==> src/rtl/random.sv <==
// 16-bit Fibonacci LFSR pseudo-random nibble generator.
// Polynomial x^16+x^14+x^13+x^11+1 (maximal length, period 65535).
// Optional macro RANDOM_SEED_LOAD_EN adds a run-time seed load port pair.
module random #(
    parameter logic [15:0] SEED = 16'hACE1
) (
    input  logic        clk,
    input  logic        rst,
`ifdef RANDOM_SEED_LOAD_EN
    input  logic        seed_load,
    input  logic [15:0] seed_in,
`endif
    output logic [3:0]  data
);

    localparam int unsigned WIDTH = 16;
    localparam int unsigned DATA_W = 4;

    logic [WIDTH-1:0] state;
    logic [WIDTH-1:0] next_state;
    logic             fb;

    // Feedback taps and next-state selection (zero state recovers to SEED)
    always_comb begin
        fb         = state[15] ^ state[13] ^ state[12] ^ state[10];
        next_state = {state[WIDTH-2:0], fb};
        if (state == '0) begin
            next_state = SEED;
        end
`ifdef RANDOM_SEED_LOAD_EN
        if (seed_load) begin
            next_state = (seed_in == '0) ? SEED : seed_in;
        end
`endif
    end

    // State register; reset wins over load and stepping
    always_ff @(posedge clk) begin
        if (rst) begin
            state <= SEED;
        end else begin
            state <= next_state;
        end
    end

    // Output taken straight from the state register
    assign data = state[DATA_W-1:0];

endmodule

==> config.mk <==
export PLATFORM = sky130hd
export DESIGN_NAME = random
export DESIGN_NICKNAME = d
export VERILOG_FILES = /design/src/rtl/random.sv
export SDC_FILE = /design/constraint.sdc
export NUM_CORES = 1
export LEC_CHECK = 0
export ABC_AREA = 1
export BUFFER_PORTS_ARGS = -buffer_cell sky130_fd_sc_hd__buf_2
export CAP_MARGIN = 20
export CORE_AREA = 2 2 39 41
export CTS_CLUSTER_DIAMETER = 60
export CTS_CLUSTER_SIZE = 14
export DETAILED_ROUTE_END_ITERATION = 6
export DIE_AREA = 0 0 41 43
export PLACE_DENSITY = 0.6
export SYNTH_ARGS = -nofsm -noshare
export SYNTH_HDL_FRONTEND = slang
export SYNTH_SLANG_ARGS = --single-unit
==> constraint.sdc <==
create_clock -name clk -period 1.22 [get_ports clk]
set_input_delay 0.366 -clock clk [delete_from_list [all_inputs] [get_ports clk]]
set_output_delay 0.366 -clock clk [all_outputs]
set_load 0.1 [all_outputs]
After elaboration in Yosys (flattened, before gate mapping)
Index checks and enable logic that the tools add are counted.
- flip-flop bits (word level): 16
- logic and storage cells: 6
- reductions and logical operators: 2
- bitwise gates (word level): 3
- operator list (kind ; count):
    $logic_not A16 Y1 ; 1
    $xor A1 B1 Y1 ; 3
    $reduce_or A2 Y1 ; 1

Longest topological paths before layout
- depth after elaboration: 3
- gate-level depth with buffers: 6
- depth with buffers taken out: 6

Least setup slack after synthesis
OpenSTA, ideal clock, no wires.
- kind: register -> output
- start point: reg state[1]
- end point: out data[1]
- path slack: 0.247 ns
- arrival: 0.607 ns
- required time: 0.854 ns
- buffers on the path: 1
- cell stages (with the launch flop): 2
- cell sequence: dfxtp_1 -> buf_4
- RTL lines (element ; RTL line ; source):
    start: declaration ; 19 ; logic [WIDTH-1:0] state;
    start signal: assignment ; 42 ; state <= next_state;
    end: declaration ; 13 ; output logic [3:0] data
No word-level cell between the ends.

Worst setup path in the final report
- start point: reg state[0]
- end point: out data[0]
No word-level cell between the ends.

==> impl_results.md <==
* Final Setup Violations at 0
* Crit path max-delay cell type: sky130_fd_sc_hd__dfxtp_4
* Max incr delay on CP at 0.37 ns
* P per Cell Area at 1490 nW/um^2
* Data arrival time of the critical path at 0.83 ns
* Top sig layer: met4
* Number of buffers and inverters on the critical path at 1
* CTS clock-pin slew for the worst setup and hold paths at 0.09 ns
* Top-level I/O count at 6
* Path type of the worst min-delay path: flip-flop to flip-flop
* Netlist cell types at 12
* Share of final-layout standard cells stronger than drive strength 1 at 22.2%
* Overall overflow remaining after global route at 0
* Number of synthesized register bits at 16
* Worst slew pin tran at 0.295 ns
* Setup repair after global routing missed its margin: no
* H-Tree Depth at 1
* Clock buffer depth at 2
* Endpoint required time on the critical path at 0.85 ns
* Number of placement rows at 14
* Top register by number of flip-flops: state
* Drc violations at 0
* Time the worst path needs with I/O delays and setup at 1.19 ns
* Number of global-route vias before repair at 351
* Final Wtd Congestion at 0.711
* Worst path cell trace: buf_12
* Worst VDD drop at 0.000821 V
* Number of antenna violations at the first check in global routing at 0
* Met1 wire length at 442 microns
* Top-area cell type share of the netlist area at 53.6%
* Setup TNS at 0 ns
* Net count of the mapped netlist at 70
* Via total after detailed routing at 397
* Total iterations of the first detailed-routing run at 4
* Crit Path Class: flip-flop to primary output
* Number of hold-slack violations in the final timing report at 0
* Die height at 43 microns
* Slew Viols, Final at 0
* Commonest non-fill, non-tap cell in the layout: sky130_fd_sc_hd__nor2_1
* Achievable Freq at 838 MHz
* Tot GR Track Use at 12.7%
* Detailed-route wire length per cell at 10.0 microns
* Max-cap violation count at 0
* Critical path's top delay family: flip-flops
* Met2 WL at 400 microns
* Sum of routed wire length over all layers at 884 microns
* Number of vias per cell at 4.51
* Cts-stage hold buffer count at 0
* Clock tree from TritonCTS: done
* Filler cell count in the final layout at 134
* Number of I/O port buffers at 5
* Inserted Clock Buffers at 3
* Wire length of the first global-routing pass at 1450 microns
* Registers with the most flip-flops: state x16
* Worst hold-check slack at 0.440 ns
* Number of warning messages in the yosys log at 0
* Diode count at 0
* Post-layout worst setup margin at 0.0273 ns
* CP endpoint kind: primary output
* Worst setup slack before clock tree synthesis at 0.152 ns
* Met3 wirelength from detailed routing at 20 microns
* Initial core utilization at 43.2%
* Cell area after technology mapping at 598 sq um
* Sequential cell area fraction in the yosys report at 53.6%
* Most frequent cells in the layout: sky130_fd_sc_hd__nor2_1, sky130_fd_sc_hd__dfxtp_1, sky130_fd_sc_hd__inv_1
* Dominant cells by area after synthesis: sky130_fd_sc_hd__dfxtp_1, sky130_fd_sc_hd__nor2_1, sky130_fd_sc_hd__nand3b_1
* Synthesis-to-finish area growth at 18.8%
* Sum of net half-perimeters after detailed placement at 680 microns
* Final #Nets at 76
* Core area at 1380 sq um
* Maximum clock skew at final layout at 0.00730 ns
* Number of instances in the synthesized netlist at 68
* Static Leak at 0.329 nW
* Starting DRT DRC Count at 10
* Pin count of the biggest net entering global routing at 10
* Residual antenna-violating net count after detailed routing at 0
* Full die area at 1760 sq um
* Result of the run: finished clean
* Mean Syn Cell Area at 8.80 sq um
* Area leader, netlist: sky130_fd_sc_hd__dfxtp_1
* Flip-flop count of the largest register, all copies and words added at 16
* Worst slew margin relative to its limit at 80.2%
* Library cell used as clock root buffer: sky130_fd_sc_hd__clkbuf_4
* Clock insertion delay at the later pin of the skew report at 0.28 ns
* Die width at 41 microns
* Largest fanout of any net on the critical path at 3
* Critical Path Start Type: flip-flop
* Period Utilization, post-route at 97.8%
* # clock sinks at 16
-- cell usage after synthesis, drive strengths merged --
library cell,n
nor2,18
dfxtp,16
clkinv,1
inv,8
nand3,1
xnor2,2
nand3b,7
nand2,9
buf,4
xor2,2
-- layout make-up --
class	instances	area, sq um	share of cell area [%]
clock buffers	3	22.5	3.17
inverters	9	33.8	4.75
multi-input cells	39	214	30.1
flip-flops and latches	16	335	47.2
well taps	16	20.0	2.82
repair buffers	5	85.1	12.0
-- report_power, final --
group / total [mW] / internal, mW / switching, mW
clock network: 0.264 / 0.115 / 0.150
logic: 0.202 / 0.0775 / 0.124
registers: 0.591 / 0.558 / 0.0328
-- repair_timing --
item,4_1_cts,5_1_grt
endpoints found under the setup margin,4,4
buffers inserted,0,0
resized for setup,4,4
endpoints found under the hold margin,0,0
-- metrics by stage --
step                      instance area (sq um)  std cells  utilization [%]  power (mW)
after CTS                                   701         88             50.6        1.07
after detailed placement                    673         85             48.6       0.806
after floorplan                             598         68                -       0.751
final                                       711         88             51.4        1.06
after global placement                      673         85             48.6       0.805
after global routing                        711         88             51.4        1.10
-- cells by family (layout without fill, tap and decap cells) --
group	count (synthesis)	count (layout)	synth area share, %
AND/OR/NAND/NOR	35	35	29.9
flip-flops	16	16	53.6
XOR/XNOR	4	4	5.86
buffers and inverters	13	17	10.7
-- path summary, 6_finish.rpt --
path / endpoint / slack [ns] / startpoint / depth (start not counted)
worst max-delay path: data[0] / 0.03 / state[0] / 1
worst min-delay path: state[8] / 0.44 / state[7] / 2
worst max register to register: state[2] / 0.17 / state[13] / 6
worst min register to register: state[8] / 0.44 / state[7] / 2
-- per-layer routing --
metal / vias to the layer above / global-route usage (%)
met3: 2 / 3.14
met1: 183 / 16.4
li1: 209 / -
met5: - / 0
met2: 3 / 17.2
met4: 0 / 10.0
Power figures use the tool's default switching activity.
